## config.mk

```make
export PLATFORM = sky130hd
export DESIGN_NAME = uart_sha256_bridge
export DESIGN_NICKNAME = d
export VERILOG_FILES = /design/src/rtl/uart_sha256_bridge.sv
export SDC_FILE = /design/constraint.sdc
export NUM_CORES = 2
export LEC_CHECK = 0
export CORE_MARGIN = 2
export CORE_UTILIZATION = 55
export DETAILED_ROUTE_END_ITERATION = 16
export GPL_TIMING_DRIVEN = 1
export PLACE_DENSITY = 0.7
export SYNTH_ARGS = -nofsm -noshare
export SYNTH_HDL_FRONTEND = slang
export SYNTH_HIERARCHICAL = 1
export SYNTH_SLANG_ARGS = --single-unit
```

## constraint.sdc

```tcl
create_clock -name clk -period 10.2 [get_ports clk]
set_clock_uncertainty 0.05 [all_clocks]
set_input_delay 2.04 -clock clk [delete_from_list [all_inputs] [get_ports clk]]
set_output_delay 2.04 -clock clk [all_outputs]
set_load 0.1 [all_outputs]
```

## src/rtl/uart_sha256_bridge.sv

```systemverilog
// uart_sha256_bridge: receives framed payloads over an 8N1 UART, hashes them
// with SHA-256 and answers with a status byte followed by the digest.
// Frame: 0x01, LEN_HI, LEN_LO, then exactly LEN payload bytes (any value).
// Ports:
//   clk        system clock (only clock)
//   rst        synchronous active-high reset
//   uart_rx    serial input, idle high
//   uart_tx    serial output, idle high
//   busy       high whenever the bridge is not idle
//   err_count  saturating count of rejected frames
// Sub-modules uart_rx_core, uart_tx_core and sha256_processor live here too.

module uart_rx_core #(parameter int BAUD_DIV = 868) (
  input  logic       clk,
  input  logic       rst,
  input  logic       rx,
  output logic [7:0] data,
  output logic       valid
);
  localparam int CW = $clog2(BAUD_DIV + 1);
  logic          rx_meta, rx_sync, active;
  logic [CW-1:0] cnt;
  logic [3:0]    bit_idx;
  logic [7:0]    shift;

  always_ff @(posedge clk) begin
    if (rst) begin
      rx_meta <= 1'b1; rx_sync <= 1'b1; active <= 1'b0;
      cnt <= '0; bit_idx <= '0; shift <= '0; data <= '0; valid <= 1'b0;
    end else begin
      rx_meta <= rx;
      rx_sync <= rx_meta;
      valid   <= 1'b0;
      if (!active) begin
        // Falling edge: first sample lands mid start bit.
        if (!rx_sync) begin
          active <= 1'b1; cnt <= CW'(BAUD_DIV / 2); bit_idx <= '0;
        end
      end else if (cnt != '0) begin
        cnt <= cnt - 1'b1;
      end else begin
        cnt <= CW'(BAUD_DIV - 1);
        if (bit_idx == 4'd0) begin
          if (rx_sync) active <= 1'b0;   // glitch, not a start bit
          else bit_idx <= 4'd1;
        end else if (bit_idx <= 4'd8) begin
          shift   <= {rx_sync, shift[7:1]};
          bit_idx <= bit_idx + 1'b1;
        end else begin
          active <= 1'b0;
          if (rx_sync) begin data <= shift; valid <= 1'b1; end
        end
      end
    end
  end
endmodule

module uart_tx_core #(parameter int BAUD_DIV = 868) (
  input  logic       clk,
  input  logic       rst,
  input  logic       start,
  input  logic [7:0] data,
  output logic       tx,
  output logic       busy
);
  localparam int CW = $clog2(BAUD_DIV + 1);
  logic [CW-1:0] cnt;
  logic [3:0]    bit_idx;
  logic [8:0]    shift;

  always_ff @(posedge clk) begin
    if (rst) begin
      tx <= 1'b1; busy <= 1'b0; cnt <= '0; bit_idx <= '0; shift <= '1;
    end else if (!busy) begin
      if (start) begin
        busy <= 1'b1; tx <= 1'b0; shift <= {1'b1, data};
        cnt <= CW'(BAUD_DIV - 1); bit_idx <= '0;
      end
    end else if (cnt != '0) begin
      cnt <= cnt - 1'b1;
    end else begin
      cnt <= CW'(BAUD_DIV - 1);
      // Nine shifted symbols (8 data + stop); the tenth tick ends the frame.
      if (bit_idx == 4'd9) begin
        busy <= 1'b0;
      end else begin
        tx      <= shift[0];
        shift   <= {1'b1, shift[8:1]};
        bit_idx <= bit_idx + 1'b1;
      end
    end
  end
endmodule

// Byte-streaming SHA-256 with internal padding. A block compression takes
// 65 cycles, so bytes must arrive further apart than that (one UART byte
// time is 10*BAUD_DIV cycles, which covers it for any BAUD_DIV >= 7).
module sha256_processor (
  input  logic         clk,
  input  logic         rst,
  input  logic         start,
  input  logic [7:0]   data_in,
  input  logic         data_valid,
  input  logic         data_last,
  output logic [255:0] hash_out,
  output logic         done
);
  localparam logic [31:0] K [64] = '{
    32'h428a2f98, 32'h71374491, 32'hb5c0fbcf, 32'he9b5dba5, 32'h3956c25b, 32'h59f111f1, 32'h923f82a4, 32'hab1c5ed5,
    32'hd807aa98, 32'h12835b01, 32'h243185be, 32'h550c7dc3, 32'h72be5d74, 32'h80deb1fe, 32'h9bdc06a7, 32'hc19bf174,
    32'he49b69c1, 32'hefbe4786, 32'h0fc19dc6, 32'h240ca1cc, 32'h2de92c6f, 32'h4a7484aa, 32'h5cb0a9dc, 32'h76f988da,
    32'h983e5152, 32'ha831c66d, 32'hb00327c8, 32'hbf597fc7, 32'hc6e00bf3, 32'hd5a79147, 32'h06ca6351, 32'h14292967,
    32'h27b70a85, 32'h2e1b2138, 32'h4d2c6dfc, 32'h53380d13, 32'h650a7354, 32'h766a0abb, 32'h81c2c92e, 32'h92722c85,
    32'ha2bfe8a1, 32'ha81a664b, 32'hc24b8b70, 32'hc76c51a3, 32'hd192e819, 32'hd6990624, 32'hf40e3585, 32'h106aa070,
    32'h19a4c116, 32'h1e376c08, 32'h2748774c, 32'h34b0bcb5, 32'h391c0cb3, 32'h4ed8aa4a, 32'h5b9cca4f, 32'h682e6ff3,
    32'h748f82ee, 32'h78a5636f, 32'h84c87814, 32'h8cc70208, 32'h90befffa, 32'ha4506ceb, 32'hbef9a3f7, 32'hc67178f2};
  localparam logic [31:0] IV [8] = '{32'h6a09e667, 32'hbb67ae85, 32'h3c6ef372, 32'ha54ff53a,
                                     32'h510e527f, 32'h9b05688c, 32'h1f83d9ab, 32'h5be0cd19};

  typedef enum logic [2:0] {P_IDLE, P_LOAD, P_PAD, P_COMP, P_ADD} pstate_t;
  pstate_t     st;
  logic [31:0] h [8];
  logic [31:0] v [8];   // working variables a..h
  logic [31:0] w [16];  // sliding message-schedule window, w[0] = W_t
  logic [5:0]  ptr, rnd;
  logic [15:0] nbytes;
  logic        pad80, len_blk, fin, pad_next;
  logic [31:0] t1, t2, w_new;
  logic [63:0] bitlen;
  logic [7:0]  pad_byte;

  function automatic logic [31:0] rotr(input logic [31:0] x, input int n);
    return (x >> n) | (x << (32 - n));
  endfunction

  always_comb begin
    t1 = v[7] + (rotr(v[4], 6) ^ rotr(v[4], 11) ^ rotr(v[4], 25))
              + ((v[4] & v[5]) ^ (~v[4] & v[6])) + K[rnd] + w[0];
    t2 = (rotr(v[0], 2) ^ rotr(v[0], 13) ^ rotr(v[0], 22))
       + ((v[0] & v[1]) ^ (v[0] & v[2]) ^ (v[1] & v[2]));
    w_new = (rotr(w[14], 17) ^ rotr(w[14], 19) ^ (w[14] >> 10)) + w[9]
          + (rotr(w[1], 7) ^ rotr(w[1], 18) ^ (w[1] >> 3)) + w[0];
    bitlen = {45'd0, nbytes, 3'd0};
    // 0x80 first, then zeros; the length goes into bytes 56..63 of the
    // block that is known to be the last one (len_blk).
    if (!pad80)                         pad_byte = 8'h80;
    else if (len_blk && ptr >= 6'd56)   pad_byte = bitlen[{~ptr[2:0], 3'b000} +: 8];
    else                                pad_byte = 8'h00;
  end

  assign hash_out = {h[0], h[1], h[2], h[3], h[4], h[5], h[6], h[7]};

  always_ff @(posedge clk) begin
    if (rst) begin
      st <= P_IDLE; done <= 1'b0; ptr <= '0; rnd <= '0; nbytes <= '0;
      pad80 <= 1'b0; len_blk <= 1'b0; fin <= 1'b0; pad_next <= 1'b0;
      for (int i = 0; i < 8; i++) begin h[i] <= '0; v[i] <= '0; end
      for (int i = 0; i < 16; i++) w[i] <= '0;
    end else if (start) begin
      for (int i = 0; i < 8; i++) h[i] <= IV[i];
      st <= P_LOAD; done <= 1'b0; ptr <= '0; nbytes <= '0;
      pad80 <= 1'b0; len_blk <= 1'b0; fin <= 1'b0; pad_next <= 1'b0;
    end else begin
      case (st)
        P_LOAD: if (data_valid) begin
          w[ptr[5:2]][{~ptr[1:0], 3'b000} +: 8] <= data_in;
          ptr    <= ptr + 1'b1;
          nbytes <= nbytes + 16'd1;
          if (ptr == 6'd63) begin
            st <= P_COMP; rnd <= '0; fin <= 1'b0; pad_next <= data_last;
            for (int i = 0; i < 8; i++) v[i] <= h[i];
          end else if (data_last) begin
            st <= P_PAD;
          end
        end
        P_PAD: begin
          w[ptr[5:2]][{~ptr[1:0], 3'b000} +: 8] <= pad_byte;
          ptr <= ptr + 1'b1;
          if (!pad80) begin
            pad80 <= 1'b1;
            if (ptr <= 6'd55) len_blk <= 1'b1;
          end
          if (ptr == 6'd63) begin
            st <= P_COMP; rnd <= '0; fin <= len_blk; pad_next <= 1'b1;
            len_blk <= 1'b1;   // any further block is the length block
            for (int i = 0; i < 8; i++) v[i] <= h[i];
          end
        end
        P_COMP: begin
          v[7] <= v[6]; v[6] <= v[5]; v[5] <= v[4]; v[4] <= v[3] + t1;
          v[3] <= v[2]; v[2] <= v[1]; v[1] <= v[0]; v[0] <= t1 + t2;
          for (int i = 0; i < 15; i++) w[i] <= w[i+1];
          w[15] <= w_new;
          rnd   <= rnd + 1'b1;
          if (rnd == 6'd63) st <= P_ADD;
        end
        P_ADD: begin
          for (int i = 0; i < 8; i++) h[i] <= h[i] + v[i];
          if (fin) begin done <= 1'b1; st <= P_IDLE; end
          else st <= pad_next ? P_PAD : P_LOAD;
        end
        default: ;
      endcase
    end
  end
endmodule

module uart_sha256_bridge #(
  parameter int CLK_FREQ    = 100_000_000,
  parameter int BAUD        = 115200,
  parameter int MAX_LEN     = 1024,
  parameter int HEX_OUT     = 0,
  parameter int TIMEOUT_CYC = 16 * (CLK_FREQ / BAUD) * 10
) (
  input  logic       clk,
  input  logic       rst,
  input  logic       uart_rx,
  output logic       uart_tx,
  output logic       busy,
  output logic [7:0] err_count
);
  localparam int BAUD_DIV = CLK_FREQ / BAUD;
  localparam int NDIG     = (HEX_OUT != 0) ? 64 : 32;

  typedef enum logic [3:0] {IDLE, LEN_HI, LEN_LO, START, PAYLOAD, WAIT_DONE,
                            SEND_STATUS, SEND_DIGEST, DRAIN} state_t;
  state_t       state;
  logic [7:0]   rx_data, len_hi, status, tx_data, proc_data, digest_byte;
  logic         rx_valid, tx_busy, tx_start, proc_start, proc_valid, proc_last, done;
  logic [15:0]  cnt, len_val;
  logic [31:0]  timer;
  logic [255:0] hash, digest;
  logic [5:0]   idx;
  logic [3:0]   nib;
  logic         can_tx;

  uart_rx_core #(.BAUD_DIV(BAUD_DIV)) u_rx (.clk(clk), .rst(rst), .rx(uart_rx),
                                            .data(rx_data), .valid(rx_valid));
  uart_tx_core #(.BAUD_DIV(BAUD_DIV)) u_tx (.clk(clk), .rst(rst), .start(tx_start),
                                            .data(tx_data), .tx(uart_tx), .busy(tx_busy));
  sha256_processor u_sha (.clk(clk), .rst(rst), .start(proc_start), .data_in(proc_data),
                          .data_valid(proc_valid), .data_last(proc_last),
                          .hash_out(hash), .done(done));

  assign busy    = (state != IDLE);
  assign len_val = {len_hi, rx_data};
  // tx_busy rises one cycle after tx_start, so the pending start also blocks.
  assign can_tx  = !tx_busy && !tx_start;

  always_comb begin
    nib = digest[{~idx, 2'b00} +: 4];
    if (HEX_OUT != 0)
      digest_byte = (nib < 4'd10) ? 8'h30 + {4'd0, nib} : 8'h57 + {4'd0, nib};
    else
      digest_byte = digest[{~idx[4:0], 3'b000} +: 8];
  end

  always_ff @(posedge clk) begin
    if (rst) begin
      state <= IDLE; err_count <= '0; len_hi <= '0; cnt <= '0; timer <= '0;
      status <= '0; digest <= '0; idx <= '0; tx_start <= 1'b0; tx_data <= '0;
      proc_start <= 1'b0; proc_data <= '0; proc_valid <= 1'b0; proc_last <= 1'b0;
    end else begin
      tx_start   <= 1'b0;
      proc_start <= 1'b0;
      proc_valid <= 1'b0;
      proc_last  <= 1'b0;
      case (state)
        IDLE: begin
          timer <= '0;
          if (rx_valid && rx_data == 8'h01) state <= LEN_HI;
        end
        LEN_HI, LEN_LO, PAYLOAD: begin
          if (rx_valid) begin
            timer <= '0;
            if (state == LEN_HI) begin
              len_hi <= rx_data;
              state  <= LEN_LO;
            end else if (state == LEN_LO) begin
              if (len_val == 16'd0 || len_val > 16'(MAX_LEN)) begin
                status <= 8'hE1;
                if (err_count != 8'hFF) err_count <= err_count + 1'b1;
                state <= SEND_STATUS;
              end else begin
                cnt   <= len_val;
                state <= START;
              end
            end else begin
              proc_data  <= rx_data;
              proc_valid <= 1'b1;
              proc_last  <= (cnt == 16'd1);
              cnt        <= cnt - 1'b1;
              if (cnt == 16'd1) state <= WAIT_DONE;
            end
          end else if (timer == 32'(TIMEOUT_CYC - 1)) begin
            status <= 8'hE2;
            if (err_count != 8'hFF) err_count <= err_count + 1'b1;
            state <= SEND_STATUS;
          end else begin
            timer <= timer + 1'b1;
          end
        end
        START: begin
          proc_start <= 1'b1;
          state      <= PAYLOAD;
        end
        WAIT_DONE: if (done) begin
          digest <= hash; status <= 8'h00; idx <= '0; state <= SEND_STATUS;
        end
        SEND_STATUS: if (can_tx) begin
          tx_start <= 1'b1;
          tx_data  <= status;
          state    <= (status == 8'h00) ? SEND_DIGEST : DRAIN;
        end
        SEND_DIGEST: if (can_tx) begin
          tx_start <= 1'b1;
          tx_data  <= digest_byte;
          if (idx == 6'(NDIG - 1)) begin idx <= '0; state <= DRAIN; end
          else idx <= idx + 1'b1;
        end
        DRAIN: if (can_tx) state <= IDLE;
        default: state <= IDLE;
      endcase
    end
  end
endmodule
```

[Yosys cells after proc, flatten, opt, wreduce, memory -nomap -nowiden]
Memories as Yosys holds them, arrays and structs flattened.
Index checks and enable logic that the tools add are counted.
Word-level totals
  bits in registers: 453
  RAM bits: 1024
  bits in read-only memories: 2048
  input port bits: 3
  output and inout bits: 10
  word-level logic and storage cells: 544
  memories kept: 4
Memories
  (no name shown): depth 64, width 32, read ports 1, clocked after Yosys merged registers in 0, wr ports 0, line 138  | + ((v[4] & v[5]) ^ (~v[4] & v[6])) + K[rnd] + w[0];
  u_sha.w: depth 16, width 32, read ports 16, clocked after Yosys merged registers in 0, wr ports 16, line 124  | logic [31:0] w [16];
  u_sha.h: depth 8, width 32, read ports 8, clocked after Yosys merged registers in 0, wr ports 8, line 122  | logic [31:0] h [8];
  u_sha.v: depth 8, width 32, read ports 8, clocked after Yosys merged registers in 0, wr ports 8, line 123  | logic [31:0] v [8];
Operators by class
  $add $sub $neg: 30
  order comparisons: 5
  equality and inequality tests: 52
  shifts and indexed selects: 5
  mux-type cells: 228
  bitwise logic cells: 129
  reduce and logical (&&, ||, !) cells: 54
Operators by type and width (number)
  $mux W32: 64
  $add A32 B32 Y32: 18
  $xor A32 B32 Y32: 9
  $shiftx A256 B9 Y8: 1
  $and A32 B32 Y32: 5
  $mux W8: 16
  $mux W4: 23
  $mux W1: 89
  $or A1 B1 Y1: 88
  $pmux W32 S2: 1
  $shiftx A64 B7 Y8: 1
  $shiftx A8 B7 Y32: 2
  $mux W10: 6
  $mux W6: 6
  $mux W9: 4
  $add A32 B1 Y32 const B: 1
  $eq A32 B18 Y1 const B: 1
  $mux W16: 2
  $ne A2 B2 Y1 const B: 16
  $not A32 Y32: 1
  $or A10 B32 Y32: 1
  $or A13 B32 Y32: 1
  $or A14 B32 Y32: 1
  $or A15 B32 Y32: 1
  73 further kinds: 145

[Depth between registers and ports, before layout]
  depth after elaboration: 10
  depth in mapped cells: 41

[Hierarchy]
The synthesis kept the hierarchy.
Modules (own cells, without submodules)
  sha256_processor: times used 1, cells each 6886, area each 71499.8 µm², sequential area each 31149.9 µm²
  uart_sha256_bridge: times used 1, cells each 1914, area each 15680.0 µm², sequential area each 7066.8 µm²
  uart_rx_core: times used 1, cells each 167, area each 1552.7 µm², sequential area each 680.7 µm²
  uart_tx_core: times used 1, cells each 145, area each 1237.4 µm², sequential area each 480.5 µm²

[Worst setup path before layout]
No wires, ideal clock.
  path type: register to register
  start: register u_sha.rnd[1]
  end: memory u_sha.v[0][30], data pin
  arrival: 7.989 ns
  data required time: 9.885 ns
  path slack: 1.895 ns
  stages on the path, launching flop included: 39
  path buffers: 1
  period minus slack after synthesis: 8.305 ns
  path through: dfxtp_1 > clkbuf_1 > inv_1 > ha_1 > nor2_1 > nor3_1 > or3_1 > a21oi_1 > a31oi_1 > fa_1 > inv_1 > fa_1 > fa_1 > inv_1 > ha_1 > inv_1 > fa_1 > nor2b_1 > [3 not listed] > o21ai_1 > a21oi_1 > o21a_1 > o21a_1 > o211a_1 > nor3_1 > fa_1 > inv_1 > ha_1 > a21o_1 > a21oi_1 > o21bai_1 > a21oi_1 > o21ai_0 > a21oi_1 > a21oi_1 > and4b_1 > or3_1
RTL lines
  from (decl): line 125  | logic [5:0] ptr, rnd;
  from (signal assigned): line 194  | rnd <= rnd + 1'b1;
  to (decl): line 123

==> reports/qor.txt <==
RSZ-0062 raised after global routing = false
PostCTS Resize Cnt = 0
Vias in the first global route = 69311
Die Y = 408 um
Hold Fails Final Rpt = 0
PortBufs = 12
Crit-path max FO = 15
Final period utilization = 0.915
GRT Overall Usage = 0.358
Antenna violations before repair = 3
Hold path depth = 1
Synth unique cells = 118
Synth top cells by count = nand2_1, edfxtp_1, a21oi_1
CTS tree = yes
Post-synth top area cell = edfxtp_1
DRC violations left = 0
Most frequent cell after synthesis = nand2_1
Nets@finish = 9439
Worst-path clk slew = 0.06 ns
Post-placement cell area = 0.0915 mm^2
Total wire length = 307 mm
Post-CTS setup buffer count = 0
Slew HR = 0.147
CTS Buf Count = 163
Layout cell share with drive strength beyond 1 = 0.0615
Rows = 148
Post-synth top area share = 0.331
Setup CP Type = reg2reg
Worst path slowest cell = dfxtp_1
Sequential share of power = 0.338
Startpoint class of the critical path = flop
Fillers = 13837
CP Data Required Time = 10.75 ns
Finished Core Util = 0.596
Synth Register Bits = 1471
Syn_nets = 9717
Worst VDD drop = 0.276 mV
Detailed Route Iter0 Violations = 9350
Core area = 0.163 mm^2
Leak pwr = 36.1 nW
FMAX = 107 MHz
Maxcap violations = 0
Grt ovf = 0
Setup TNS = 0 ns
H-tree levels = 4
Comb power frac = 0.374
Max Slew Vio Count = 0
Wire length of the first global-routing pass = 450 mm
Crit end category = flop
Design Area, Final = 0.0969 mm^2
Final ANT Viol Nets = 0
GPL Wtd Cong = 1.09
Pin count of the biggest net entering global routing = 169
CP dominant cell by count = inv_1
Setup ws final = 0.862 ns
YS warnings = 6
Dominant cells by area after synthesis = edfxtp_1, dfxtp_1, ha_1
Int Pwr = 13.0 mW
Fin crit period = 9.34 ns
Post-synthesis cell count = 9112
Die area = 0.167 mm^2
P_sw = 7.69 mW
WP data arrival = 9.88 ns
Clock Sink Count = 1471
Clock network power share = 0.288
Total power = 20.7 mW
Io pins = 13
Max clock buf depth = 3
Final cell count without fillers = 11153
Worst hold path type = reg2reg
Outcome = finished clean
Final setup violating endpoints = 0
Syn-to-layout area delta = 7.71%
Reg2Reg Depth = 35
Sw frac = 0.372
Router iterations before antenna repair = 6
EDFF count, synth = 992
Share of flip-flops with an asynchronous set or reset = 0
Power density over the cells = 213 mW/mm^2
Hpwl dp = 225 mm
Sequential cell area fraction in the yosys report = 0.438
Chip width = 408 um
Hold buffers post-CTS = 0
Final hold slack = 0.370 ns
Via count = 73855
Worst-Margin Slew = 1.27 ns
Crit path largest cell delay = 0.53 ns
Syn Std Cell Area = 0.0900 mm^2
Mean Syn Cell Area = 9.87 um^2
Root buffer cell = clkbuf_16
Drt wl/cell = 27.6 um
Main synth FF type = edfxtp_1
Dpl cells = 10844
Vias per cell = 6.62
Clk Latency, worst-skew pair = 0.85 ns
Starting Density = 0.553
Place WS = 0.943 ns
[cells in the final DEF, fill, tap and decap left out, types with 37 or more instances in the layout]
cell type,synthesis,routed
ha_1,407,407
nand3b_1,178,178
o22ai_1,42,42
nand3_1,141,140
a31oi_1,65,65
a21oi_1,795,795
a22o_1,460,460
and3_1,59,58
clkbuf_16,0,169
dfxtp_1,479,473
o31ai_1,37,37
mux2i_1,100,100
nor3_1,114,113
o21ai_0,639,633
nor2_1,553,547
xnor2_1,377,377
inv_1,356,356
clkbuf_1,454,45
o21bai_1,41,41
or2_2,37,37
a21o_1,176,176
buf_4,18,83
nor2b_1,61,61
nand2_1,1142,1137
or3_1,45,45
a211oi_1,65,65
xor2_1,236,236
nand2b_1,76,74
edfxtp_1,992,992
mux4_2,62,62
o211ai_1,38,38
nand4_1,46,46
o21a_1,89,89
fa_1,195,195
[flip-flops by register name, indices dropped and copies added, names as in the netlist, 6 cells and up]
register and count:
u_rx/shift 8, proc_data 8, u_tx/shift 8, idx 6
u_sha/w 512, u_sha/v 256, u_rx/data 8, u_tx/cnt 10
u_sha/rnd 6, tx_data 8, u_sha/ptr 6, u_rx/cnt 10
u_sha/nbytes 16, digest 256, timer 32, u_sha/h 256
cnt 16, len_hi 8, err_count 8
[path summary, 6_finish.rpt]
check,from,endpoint,slack (ns)
setup / recovery,u_sha/rnd[1],u_sha/v[0][24],0.86
hold / removal,u_rx/rx_meta,u_rx/rx_sync,0.37
setup reg to reg,u_sha/rnd[1],u_sha/v[0][24],0.86
hold reg to reg,u_rx/rx_meta,u_rx/rx_sync,0.37
[per-layer routing]
| layer | GRT usage | wire length [um] | share of wire |
|---|---|---|---|
| met5 | 0 | 23 | 0.000075 |
| met4 | 0.206 | 20500 | 0.067 |
| met2 | 0.549 | 136000 | 0.44 |
| met1 | 0.468 | 119000 | 0.39 |
| met3 | 0.0777 | 31800 | 0.10 |
[logic make-up after synthesis]
group,share of synthesized area
compound gates,0.195
simple gates,0.137
flops,0.438
buf+inv,0.0392
xor+xnor,0.0599
fa+ha+maj,0.100
mux,0.0309
[power groups by stage]
stage / Combinational (mW) / Sequential (mW) / Clock (mW)
global placement: 7.38 / 7.09 / 0
CTS: 7.52 / 6.97 / 6.00
global route: 8.31 / 6.99 / 6.24
detailed placement: 7.45 / 7.09 / 0
floorplan: 5.32 / 6.92 / 0
finish: 7.74 / 6.99 / 5.95
[worst max-delay path, delay by kind of cell, from the launching register on]
kind	cells	cell delay, ns
buf+inv	6	0.59
mux	1	0.46
flops	1	0.53
simple gates	5	0.82
fa+ha+maj	7	3.20
compound gates	15	3.31
xor+xnor	1	0.18
[final cells by class]
cell class	instances	area (um^2)	share of cell area
diodes	3	7.51	0.0000775
repair buffers	101	868	0.00896
clock inverters	76	766	0.00790
inverters	358	1340	0.0139
flip-flops and latches	1471	39400	0.406
multi-input cells	6739	47200	0.487
clock buffers	230	4610	0.0476
well taps	2175	2720	0.0281
No activity file was read; power rests on OpenSTA's default activity.
